==> config.mk <==
export PLATFORM = sky130hd
export DESIGN_NAME = clk_div_ctrl_flat
export DESIGN_NICKNAME = d
export VERILOG_FILES = /design/src/rtl/clk_div_ctrl_if.sv /design/src/rtl/clk_div_ctrl.sv /design/src/flat_wrapper.sv
export SDC_FILE = /design/constraint.sdc
export NUM_CORES = 1
export LEC_CHECK = 0
export ABC_AREA = 1
export BUFFER_PORTS_ARGS = -buffer_cell sky130_fd_sc_hd__buf_4
export CAP_MARGIN = 20
export CORE_UTILIZATION = 54
export DETAILED_ROUTE_END_ITERATION = 10
export PLACE_DENSITY = 0.77
export SLEW_MARGIN = 40
export SYNTH_ARGS = -nofsm -noshare
export SYNTH_HDL_FRONTEND = slang
export SYNTH_SLANG_ARGS = --single-unit
==> constraint.sdc <==
create_clock -name clk -period 2.35 [get_ports clk]
set_input_delay 0.47 -clock clk [delete_from_list [all_inputs] [get_ports clk]]
set_output_delay 0.47 -clock clk [all_outputs]
set_load 0.01 [all_outputs]
==> src/rtl/clk_div_ctrl_if.sv <==
// Request bus for clk_div_ctrl: two requesters, each with a valid bit and a
// divide ratio, sharing one per-requester ready vector.
//   req_valid [1:0]      bit i asserted by requester i while its ratio is offered
//   req_ready [1:0]      bit i high when requester i is being accepted
//   req_div0  [DIV_W-1:0] ratio offered by requester 0
//   req_div1  [DIV_W-1:0] ratio offered by requester 1
interface clk_div_ctrl_if #(
  parameter int unsigned DIV_W = 32
);
  logic [1:0]       req_valid;
  logic [1:0]       req_ready;
  logic [DIV_W-1:0] req_div0;
  logic [DIV_W-1:0] req_div1;

  modport master (
    output req_valid,
    output req_div0,
    output req_div1,
    input  req_ready
  );

  modport slave (
    input  req_valid,
    input  req_div0,
    input  req_div1,
    output req_ready
  );
endinterface

==> src/rtl/clk_div_ctrl.sv <==
// Clock divider ratio controller. Arbitrates two requesters (round-robin),
// then applies the accepted ratio to the divider on the next rising edge of
// the divided clock, or after TIMEOUT cycles if no edge arrives.
//   clk      system clock, rising edge
//   rst      synchronous active-high reset
//   bus      request bus (valid/ready/ratio per requester), slave side
//   clk_div  divided-clock feedback, synchronous to clk
//   div      registered divide ratio driven to the divider
//   busy     a ratio change is pending
//   done     one-cycle pulse per requester when its change is applied
//   err      one-cycle pulse per requester when its ratio (0) is rejected
//   tmo      one-cycle pulse, alongside done, when the apply was forced
module clk_div_ctrl #(
  parameter int unsigned DIV_W    = 32,
  parameter int unsigned DIV_INIT = 1,
  parameter int unsigned TIMEOUT  = 1024
) (
  input  logic             clk,
  input  logic             rst,
  clk_div_ctrl_if.slave    bus,
  input  logic             clk_div,
  output logic [DIV_W-1:0] div,
  output logic             busy,
  output logic [1:0]       done,
  output logic [1:0]       err,
  output logic             tmo
);

  localparam int unsigned TMR_W = (TIMEOUT > 2) ? $clog2(TIMEOUT) : 1;
  localparam logic [TMR_W-1:0] TMR_LAST = TMR_W'(TIMEOUT - 1);

  typedef enum logic {
    IDLE,
    WAIT_EDGE
  } state_t;

  state_t           state_q, state_d;
  logic [DIV_W-1:0] div_q, div_d;
  logic [DIV_W-1:0] pend_q, pend_d;
  logic             id_q, id_d;
  logic [TMR_W-1:0] timer_q, timer_d;
  logic             rr_last_q, rr_last_d;
  logic [1:0]       done_q, done_d;
  logic [1:0]       err_q, err_d;
  logic             tmo_q, tmo_d;
  logic             clk_div_q;

  logic             grant;
  logic [1:0]       ready;
  logic             hs;
  logic [DIV_W-1:0] hs_ratio;
  logic             div_rise;

  // Round-robin grant: with both requesters valid, the one not granted
  // last wins; otherwise whichever is valid.
  always_comb begin
    grant = 1'b0;
    case (bus.req_valid)
      2'b10:   grant = 1'b1;
      2'b11:   grant = ~rr_last_q;
      default: grant = 1'b0;
    endcase
  end

  always_comb begin
    ready = '0;
    if (state_q == IDLE && !rst && |bus.req_valid) begin
      ready[grant] = 1'b1;
    end
  end

  assign bus.req_ready = ready;
  assign hs            = |(bus.req_valid & ready);
  assign hs_ratio      = grant ? bus.req_div1 : bus.req_div0;
  assign div_rise      = clk_div & ~clk_div_q;

  always_comb begin
    state_d   = state_q;
    div_d     = div_q;
    pend_d    = pend_q;
    id_d      = id_q;
    timer_d   = timer_q;
    rr_last_d = rr_last_q;
    done_d    = '0;
    err_d     = '0;
    tmo_d     = 1'b0;
    case (state_q)
      IDLE: begin
        if (hs) begin
          rr_last_d = grant;
          id_d      = grant;
          if (hs_ratio == '0) begin
            err_d[grant] = 1'b1;
          end else if (hs_ratio == div_q) begin
            done_d[grant] = 1'b1;
          end else begin
            state_d = WAIT_EDGE;
            pend_d  = hs_ratio;
            timer_d = '0;
          end
        end
      end
      WAIT_EDGE: begin
        // An edge coinciding with the last timer count counts as an edge,
        // so tmo only fires when no edge was seen.
        if (div_rise || timer_q == TMR_LAST) begin
          div_d        = pend_q;
          done_d[id_q] = 1'b1;
          tmo_d        = ~div_rise;
          state_d      = IDLE;
        end else begin
          timer_d = timer_q + TMR_W'(1);
        end
      end
      default: state_d = IDLE;
    endcase
  end

  always_ff @(posedge clk) begin
    if (rst) begin
      state_q <= IDLE;
    end else begin
      state_q <= state_d;
    end
  end

  always_ff @(posedge clk) begin
    if (rst) begin
      div_q     <= DIV_W'(DIV_INIT);
      pend_q    <= '0;
      id_q      <= 1'b0;
      timer_q   <= '0;
      rr_last_q <= 1'b1;
      done_q    <= '0;
      err_q     <= '0;
      tmo_q     <= 1'b0;
      clk_div_q <= 1'b0;
    end else begin
      div_q     <= div_d;
      pend_q    <= pend_d;
      id_q      <= id_d;
      timer_q   <= timer_d;
      rr_last_q <= rr_last_d;
      done_q    <= done_d;
      err_q     <= err_d;
      tmo_q     <= tmo_d;
      clk_div_q <= clk_div;
    end
  end

  assign div  = div_q;
  assign busy = (state_q == WAIT_EDGE);
  assign done = done_q;
  assign err  = err_q;
  assign tmo  = tmo_q;

endmodule

==> src/flat_wrapper.sv <==
// flat-port wrapper written by rule: the top's interface ports become plain ports
module clk_div_ctrl_flat 
#(
  parameter int unsigned DIV_W    = 32,
  parameter int unsigned DIV_INIT = 1,
  parameter int unsigned TIMEOUT  = 1024
)
  (clk, rst, clk_div, div, busy, done, err, tmo, bus_req_valid, bus_req_div0, bus_req_div1, bus_req_ready);
  clk_div_ctrl_if #(.DIV_W(DIV_W)) bus_i ();
  input  logic clk;
  input  logic rst;
  input  logic clk_div;
  output logic [DIV_W-1:0] div;
  output logic busy;
  output logic [1:0] done;
  output logic [1:0] err;
  output logic tmo;
  input wire logic [$bits(bus_i.req_valid)-1:0] bus_req_valid;
  input wire logic [$bits(bus_i.req_div0)-1:0] bus_req_div0;
  input wire logic [$bits(bus_i.req_div1)-1:0] bus_req_div1;
  output wire logic [$bits(bus_i.req_ready)-1:0] bus_req_ready;
  assign bus_i.req_valid = bus_req_valid;
  assign bus_i.req_div0 = bus_req_div0;
  assign bus_i.req_div1 = bus_req_div1;
  assign bus_req_ready = bus_i.req_ready;
  clk_div_ctrl #(.DIV_W(DIV_W), .DIV_INIT(DIV_INIT), .TIMEOUT(TIMEOUT)) u_core (.clk(clk), .rst(rst), .bus(bus_i), .clk_div(clk_div), .div(div), .busy(busy), .done(done), .err(err), .tmo(tmo));
endmodule
==> run metrics, run 1 <==
fraction of the cycle the final worst path needs=roughly 94%; internal power summed over all cells=roughly 2.3 mW; maximum VDD drop=0.262 mV; kind of start point of the critical path=register; Cells after Synth=between 700 and 800; fin. max-slew vios=0; starting utilization of the core area=a little under three fifths; cells along the critical path=inv_1 > o211ai_1 > nor2_1 > buf_4; vias in the first global route=between 4000 and 5000; register bit count reported by yosys=83; chip width=94.4 um; count of filler cells inserted in the layout=731; die height=about 94 um; depth of the worst register-to-register path=17; mean area per synthesized cell=just over 6 um2; clock input transition at the sequential cells of the worst setup and hold paths=80 ps; Data arrival, critical path=1750 ps; largest area contributor in the synthesized netlist=dfxtp_1; Combinational Power Share=approximately 22%; fraction of final layout cells sized beyond drive strength 1=18.8%; number of levels in the clock H-tree=3; wire per inst=between 10 and 15 um; number of core rows=33; Cell variety after synth=30; final hold vios=0; hold_buf cts=0; growth of design area from synthesis to finish=27.6%; average vias per placed instance=5.16; power per cell area=roughly 560 nW/um2; crit path from=u_core.busy; Root Buffer=clkbuf_8; Min-Delay Path Depth=3; estimated wirelength of the detail-placed design=between 8000 and 9000 um; global placement routability congestion=approximately 0.94; classification of the worst-slack hold path=primary input to register; area fraction of the dominant cell type after synthesis=between 30% and 40%; Core Footprint=roughly 8300 um2; number of nets produced by synthesis=817; result of the run=complete, no violations; Setup-failing EPs final=0; Leak Pwr=about 2.9 nW; category of the most critical setup path=register to output pin; Sw Ratio=slightly below 30%; antenna violations before repair=0; total power draw=about 3.3 mW; drt first-iter violations=~210; fmax=roughly 450 MHz; Yosys warning total=0; share of async-settable or async-resettable flops after synthesis=0%; commonest register cell after synthesis=dfxtp_1; final critical-path required period=2220 ps; area occupied by multi-input gates=roughly 2400 um2; GRT Residual Overflow=0; number of diodes added for antenna fixing=0; R2R setup slack=around 130 ps; detailed-route via count=~5000; RR Endpoint=u_core.pend_q[30]; Max-slew headroom=between 60 and 70%; Crit-path slowest cell=dfxtp_1; final layout net count=930; sw power=~960 uW; clock group share of total power=a little under a third; Residual DRC=0; max capacitance violation total=0; area of the mapped netlist=around 4600 um2; sequential standard cell area=around 1700 um2; total number of clock tree sinks=between 80 and 90; sink of the worst hold path=u_core.clk_div_q; required time of the critical path=approximately 1900 ps; sort of element at the end of the critical path=output pin; final WL=12000 um; post-route worst hold slack=around 320 ps; TritonCTS Buffers=9; clock tree from TritonCTS=built; 1st-pass router iterations=6; number of enable-type register cells in the synthesized netlist=0; top post-synthesis cells by area=dfxtp_1, nand2_1, nor2_1; Post-Route Skew=slightly below 10 ps; number of top-level pins=around 110; area enclosed by the die boundary=a little under 9000 um2; global-route total usage across every layer=26.7%; largest net degree at the start of global routing=66; portion of the post-synthesis area used by sequential elements=between 30 and 40%; wire length of the first global-routing pass=around 19000 um; number of buffer cells added on primary ports=around 110; Least-Margin Pin Slew=between 500 and 600 ps; register share of total power=a little under half; maximum fanout encountered on the critical timing path=11; antenna-violating nets left=0; startpoint of the tightest hold check path=clk_div; insertion delay of the later-clocked pin in the worst-skew pair=around 350 ps; number of buffers on the longest clock path=2; maximum cell stage delay along the critical path=330 ps; startpoint of the most critical register-to-register path=u_core.rr_last_q
[metrics by stage]
stage                     instance area, um2  TNS, ps  instances  util, %  worst slack (ps)
final                                   5880        0        970     71.2               131
after global routing                    5880    -5.18        970     71.2             -3.11
after CTS                               5840        0        969     70.7              38.7
after detailed placement                5640    -6120        953     68.3              -183
after global placement                  5640    -4130        953     68.3              -125
after floorplan                         4610        0        747        -               302
[cells by family after synthesis]
group | count (synthesis) | synth area share (%)
buffers and inverters | 127 | 11.6
AOI/OAI and AO/OA | 104 | 11.7
adders and majority gates | 1 | 0.271
DFF | 83 | 36.0
xor gates and xnor gates | 5 | 0.949
and+or+nand+nor | 427 | 39.4
[state kept, by name, summed over array words and instances, names as in the netlist, 2 cells and up]
signal          cells
u_core.div         32
u_core.done         2
u_core.err          2
u_core.pend_q      32
u_core.timer_q     10
[power groups by stage]
stage	Sequential, mW	Combinational, mW	Clock (mW)
finish	1.54	0.736	1.02
global route	1.55	0.821	1.09
CTS	1.54	0.722	1.03
detailed placement	1.57	0.718	0
global placement	1.57	0.703	0
floorplan	1.57	0.436	0
[cells in the final DEF (no fill, tap or decap), drive strengths merged, types with 2 or more instances in the layout]
cell type  instances
xor2               4
nand2            231
nor3               4
o21ai             45
nand3b            27
nand3             67
dfxtp             83
clkinv             4
clkbuf            12
nor2              93
a21oi             54
buf              138
o32ai              2
o211ai             2
inv               89
[cell usage after synthesis, types with 3 or more instances]
| cell type | n |
|---|---|
| nand2_1 | 229 |
| nor2_1 | 92 |
| inv_1 | 89 |
| dfxtp_1 | 83 |
| nand3_1 | 67 |
| a21oi_1 | 53 |
| o21ai_0 | 32 |
| nand3b_1 | 27 |
| clkbuf_1 | 17 |
| o21ai_1 | 13 |
| buf_2 | 11 |
| buf_4 | 6 |
| nor3_1 | 4 |
| xor2_1 | 4 |
| buf_6 | 3 |
[how the worst max path moves through the flow]
stage / to / depth (start not counted)
after floorplan: u_core.pend_q[13] / 17
after global placement: u_core.timer_q[9] / 17
after detailed placement: u_core.timer_q[4] / 17
after CTS: u_core.pend_q[30] / 17
after global routing: u_core.pend_q[30] / 17
final: bus_req_ready[1] / 4
[worst max-delay path, delay by kind of cell, from the launching register on]
family                 cells  cell delay [ps]
flip-flops                 1              330
AO/OA/AOI/OAI              1              310
AND/OR/NAND/NOR            1              300
buffers and inverters      2              460
[metal layers]
| layer | track usage, % | wire, um | vias up |
|---|---|---|---|
| met3 | 3.30 | 676 | 15 |
| met1 | 33.7 | 5420 | 2270 |
| met5 | 0 | 0 | - |
| li1 | - | - | 2580 |
| met4 | 10.0 | 169 | 0 |
| met2 | 46.6 | 5760 | 139 |
[layout make-up]
| type | instances | share of cell area, % |
|---|---|---|
| sequential | 83 | 28.3 |
| inverter | 90 | 5.74 |
| timing repair buffer | 139 | 19.2 |
| clock inverter | 5 | 0.893 |
| tap | 105 | 2.23 |
| clock buffer | 11 | 2.40 |
| multi-input combinational | 537 | 41.3 |
[timing repair]
action	in CTS	in global routing
hold endpoints to repair	0	0
buffers inserted	0	0
setup endpoints to repair	0	43
resized for setup	0	7
Note: power is estimated with default switching activity, not from simulation.
==> run 2, diff against run 1 <==
Settings changed: PLACE_DENSITY 0.77 to 0.8.
==> run metrics, run 2 (synthesis gave the netlist of run 1 again) <==
post-route worst hold slack=321 ps (-1.16 ps); insertion delay of the later-clocked pin in the worst-skew pair=360 ps (about the same); antenna violations before repair=0 (unchanged); GRT Residual Overflow=0 (unchanged); number of core rows=33 (unchanged); drt first-iter violations=257 (+21%); starting utilization of the core area=55.8% (unchanged); final WL=12900 um (+7.6%); required time of the critical path=2640 ps (+760 ps); growth of design area from synthesis to finish=32.7%; Finished Cell Area=6120 um2 (+4.0%); die height=94.4 um (unchanged); final critical-path required period=2260 ps (+41.0 ps); Post-Route Skew=5.73 ps (-4.03 ps); max capacitance violation total=0 (unchanged); worst-case setup slack after placement=-221 ps (-37.4 ps); leading cell types in the layout, fill and taps excluded=nand2_1, buf_4, inv_1; number of buffer cells added on primary ports=108 (unchanged); global-route total usage across every layer=26.8% (+0.11 points); wire per inst=13.2 um (+6.1%); number of diodes added for antenna fixing=0 (unchanged); post-detailed-placement cell area=5690 um2 (+0.75%); Residual DRC=0 (unchanged); fmax=442 MHz (-1.8%); maximum VDD drop=0.417 mV (+59%); Max-slew headroom=61.4% (-0.74 points); clock input transition at the sequential cells of the worst setup and hold paths=90 ps (about the same); clock tree from TritonCTS=built; hold_buf cts=0 (unchanged); detailed-route via count=5168 (+3.3%); area enclosed by the die boundary=8910 um2 (unchanged); depth of the worst register-to-register path=15 (-2); category of the most critical setup path=register to register; DP Cell Count=957 (+0.42%); Leak Pwr=3.01 nW (+3.1%); R2R setup slack=90 ps (-40 ps); number of buffers on the longest clock path=2 (unchanged); total number of clock tree sinks=83 (unchanged); Data arrival, critical path=2550 ps (+800 ps); Least-Margin Pin Slew=579 ps (+11.1 ps); fin. max-slew vios=0 (unchanged); power per cell area=557 nW/um2 (-0.44%); startpoint of the most critical register-to-register path=u_core.rr_last_q; sort of element at the end of the critical path=register; estimated wirelength of the detail-placed design=8590 um (-0.18%); maximum fanout encountered on the critical timing path=14 (+3); global placement routability congestion=0.888 (-5.4%); Setup-failing EPs final=0 (unchanged); kind of start point of the critical path=register; Core Footprint=8260 um2 (unchanged); wire length of the first global-routing pass=18800 um (-0.88%); count of filler cells inserted in the layout=673 (-7.9%); fraction of the cycle the final worst path needs=96.2% (+1.7 points); Root Buffer=clkbuf_8; fraction of final layout cells sized beyond drive strength 1=22.4% (+3.6 points); number of levels in the clock H-tree=3 (unchanged); average vias per placed instance=5.26 (+1.9%); largest net degree at the start of global routing=66 (unchanged); antenna-violating nets left=0 (unchanged); classification of the worst-slack hold path=primary input to register; RR Endpoint=u_core.timer_q[4]; 1st-pass router iterations=5 (-1); vias in the first global route=4346 (-2.4%); sequential standard cell area=1660 um2 (unchanged); area occupied by multi-input gates=2490 um2 (+2.4%); most common cell after layout, fill and taps aside=nand2_1; startpoint of the tightest hold check path=clk_div; total power draw=3.41 mW (+3.6%); final setup margin=89.6 ps (-41.0 ps); final hold vios=0 (unchanged); sink of the worst hold path=u_core.clk_div_q; final layout net count=943 (+1.4%); Cell Count, Final, Fillers Out=983 (+1.3%); chip width=94.4 um (unchanged); number of top-level pins=109 (unchanged); Min-Delay Path Depth=3 (unchanged); TritonCTS Buffers=9 (unchanged); result of the run=complete, no violations
run 2: cell count changes in the layout (fill, tap and decap cells not counted), sizes merged:
cell	before	now
clkinvlp	1	2
clkbuf	12	13
buf	138	148
clkinv	4	3
inv	89	91
run 2: cell type report:
class / count / area share (%)
repair buffers: 152 / 21.2
clock buffers: 9 / 2.02
inverters: 90 / 5.56
multi-input cells: 537 / 40.7
well taps: 105 / 2.15
flip-flops and latches: 83 / 27.2
clock inverters: 7 / 1.25
run 2: repair_timing:
item	4_1_cts	5_1_grt
pin swaps	0	16
endpoints found under the setup margin	4	45
buffers inserted	0	5
gates resized for setup	1	28
cloned	0	5
run 2: routing by layer:
layer	GRT usage (%)	share of wire [%]	vias up
met4	8.85	1.7	0
met2	46.8	49	204
met5	0	0	-
li1	-	-	2613
met3	4.67	6.6	25
met1	33.4	43	2326
run 2: how the worst max path moves through the flow:
stage                                start           endpoint  slack (ps)  cells after the start
after floorplan           bus_req_valid[0]  u_core.pend_q[13]         300                     17
after global placement    bus_req_valid[0]  u_core.timer_q[8]        -130                     16
after detailed placement  bus_req_valid[0]  u_core.timer_q[6]        -220                     17
after CTS                 u_core.rr_last_q  u_core.timer_q[6]           9                     16
after global routing      u_core.rr_last_q   u_core.pend_q[4]         -90                     17
final                     u_core.rr_last_q  u_core.timer_q[4]          90                     15
run 2: power breakdown:
group	switching, mW	internal [mW]	leakage (nW)	total, mW
sequential	0.0525	1.49	0.679	1.54
combinational	0.444	0.368	2.24	0.812
clock	0.559	0.498	0.0962	1.06
run 2: through the flow:
step	setup TNS, ps	utilization (%)
finish	0	74.1
global route	-725	74.1
CTS	0	71.3
detailed placement	-6110	68.9
global placement	-4230	68.9
floorplan	0	-
run 2: worst max-delay path: stages, from the launching register on:
cell,delay (ps)
dfxtp_2,380
nand2_4,130
nand2_8,170
clkbuf_16,180
nand2_1,80
nand2_2,100
buf_4,100
nand2_1,50
nor2_1,110
nand2_1,70
nor2_1,170
a21oi_2,100
nand2_4,110
buf_6,170
nand3_1,90
a21oi_1,180
==> run 3, diff against run 2 <==
Clock period 2.35 ns to 2.1 ns, I/O delays scaled along.
==> run metrics, run 3 (synthesis gave the netlist of run 1 again) <==
cells along the critical path=nand2_4 > nand2_8 > buf_6 > clkbuf_16 > nand2_1 > nand3_1 > nand2_1 > inv_1 > nand2_1 > nor2_2 > nand2_1 > nor2_2 > nand2_2 > nand2_4 > inv_4 > buf_12 > nand2_1 > nand2_1 > nor2_1; Post-Route Skew=12.9 ps (+7.21 ps); clock input transition at the sequential cells of the worst setup and hold paths=80 ps (about the same); Combinational Power Share=25.1% (+1.3 points); number of top-level pins=109 (unchanged); Least-Margin Pin Slew=576 ps (-3.13 ps); detailed-route via count=5410 (+4.7%); most common cell after layout, fill and taps aside=nand2_1; DP Cell Count=977 (+2.1%); clock tree from TritonCTS=built; Util after Layout=77.5% (+3.3 points); vias in the first global route=4818 (+11%); Sw Ratio=29.7% (-1.2 points); drt first-iter violations=262 (+1.9%); sort of element at the end of the critical path=register; wire length of the first global-routing pass=20600 um (+9.5%); antenna violations before repair=0 (unchanged); leading cell types in the layout, fill and taps excluded=nand2_1, buf_4, inv_1; number of levels in the clock H-tree=3 (unchanged); Residual DRC=0 (unchanged); fin. max-slew vios=0 (unchanged); total number of clock tree sinks=83 (unchanged); final WL=14000 um (+8.1%); maximum VDD drop=0.360 mV (-14%); startpoint of the most critical register-to-register path=u_core.rr_last_q; classification of the worst-slack hold path=primary input to register; sw power=1.18 mW (+12%); final setup margin=-167 ps (-257 ps); number of core rows=33 (unchanged); max capacitance violation total=0 (unchanged); average vias per placed instance=5.38 (+2.4%); kind of start point of the critical path=register; number of buffer cells added on primary ports=108 (unchanged); worst-case setup slack after placement=-368 ps (-148 ps); depth of the worst register-to-register path=19 (+4); power per cell area=622 nW/um2 (+12%); sink of the worst hold path=u_core.clk_div_q; area enclosed by the die boundary=8910 um2 (unchanged); chip width=94.4 um (unchanged); number of buffers on the longest clock path=2 (unchanged); RR Endpoint=u_core.pend_q[26]; largest net degree at the start of global routing=66 (unchanged); Most Frequent Cell on Critical Path=nand2_1; 1st-pass router iterations=5 (unchanged); failing checks=negative setup slack; global-route total usage across every layer=29.3% (+2.5 points); Cell Count, Final, Fillers Out=1005 (+2.2%); internal power summed over all cells=2.80 mW (+19%); clock group share of total power=31.5% (+0.5 points); crit path from=u_core.rr_last_q; GRT Residual Overflow=0 (unchanged); insertion delay of the later-clocked pin in the worst-skew pair=360 ps (about the same); die height=94.4 um (unchanged); register share of total power=43.4% (-1.8 points); maximum fanout encountered on the critical timing path=12 (-2); Max-slew headroom=61.6% (+0.21 points); setup repair after global routing missed its margin=yes; TritonCTS Buffers=9 (unchanged); final layout net count=965 (+2.3%); wire per inst=13.9 um (+5.8%); Setup-failing EPs final=42 (+42); startpoint of the tightest hold check path=clk_div; total power draw=3.98 mW (+17%); antenna-violating nets left=0 (unchanged); category of the most critical setup path=register to register; final critical-path required period=2270 ps (+6.74 ps); required time of the critical path=2400 ps (-240 ps); Leak Pwr=3.15 nW (+4.5%); estimated wirelength of the detail-placed design=9010 um (+4.9%); Core Footprint=8260 um2 (unchanged); starting utilization of the core area=55.8% (unchanged); Crit-path slowest cell=dfxtp_2; fmax=441 MHz (-0.30%); fraction of final layout cells sized beyond drive strength 1=26.7% (+4.2 points); maximum cell stage delay along the critical path=370 ps (about the same); Min-Delay Path Depth=3 (unchanged); growth of design area from synthesis to finish=38.7%; global placement routability congestion=0.929 (+4.6%); result of the run=finished with violations; Root Buffer=clkbuf_8; number of diodes added for antenna fixing=0 (unchanged); fraction of the cycle the final worst path needs=108% (+12 points); final hold vios=0 (unchanged); Data arrival, critical path=2560 ps (about the same); R2R setup slack=-170 ps (-260 ps)
run 3: power by group through the flow:
stage	Clock, mW	Combinational, mW	Sequential (mW)
after floorplan	0	0.487	1.76
after global placement	0	0.835	1.75
after detailed placement	0	0.862	1.76
after CTS	1.25	0.891	1.72
after global routing	1.32	1.09	1.74
final	1.26	0.997	1.73
run 3: final cells by class:
class	instances	area, um2
clock buffer	11	131
clock inverter	5	77.6
fill	638	1860
inverter	90	340
multi-input combinational	537	2550
sequential	83	1660
tap	105	131
timing repair buffer	174	1500
run 3: per-stage QoR:
stage	hold WS, ps	TNS [ps]	instance area [um2]
2_1_floorplan	433	0	4610
3_3_place_gp	451	-11460	5840
3_5_place_dp	456	-13670	5840
4_1_cts	304	-2850	6120
5_1_grt	325	-10020	6400
6_report	290	-4370	6400
run 3: worst max-delay path: cells and delay by family (launching register included):
family | cells | cell delay, ps
buf+inv | 5 | 550
simple gates | 14 | 1260
flops | 1 | 370
run 3: what timing repair did:
| item | in CTS | in global routing |
|---|---|---|
| setup endpoints to repair | 43 | 73 |
| hold buffers | 0 | 0 |
| setup buffers | 2 | 5 |
| pin swaps | 6 | 21 |
| resized for setup | 10 | 47 |
| hold endpoints to repair | 0 | 0 |
| cloned | 1 | 4 |
run 3: how the worst max path moves through the flow:
stage,endpoint,slack (ps),cells past startpoint
final,u_core.pend_q[26],-170,19
after global routing,u_core.pend_q[26],-290,19
after CTS,u_core.pend_q[17],-130,18
after detailed placement,u_core.timer_q[4],-370,17
after global placement,u_core.timer_q[0],-300,17
after floorplan,u_core.pend_q[13],100,17
run 3: routing by layer:
layer | track usage, % | wire length [um]
met5 | 0 | 0
met4 | 12.3 | 400
met3 | 3.86 | 984
met2 | 52.5 | 6930
met1 | 35.1 | 5670
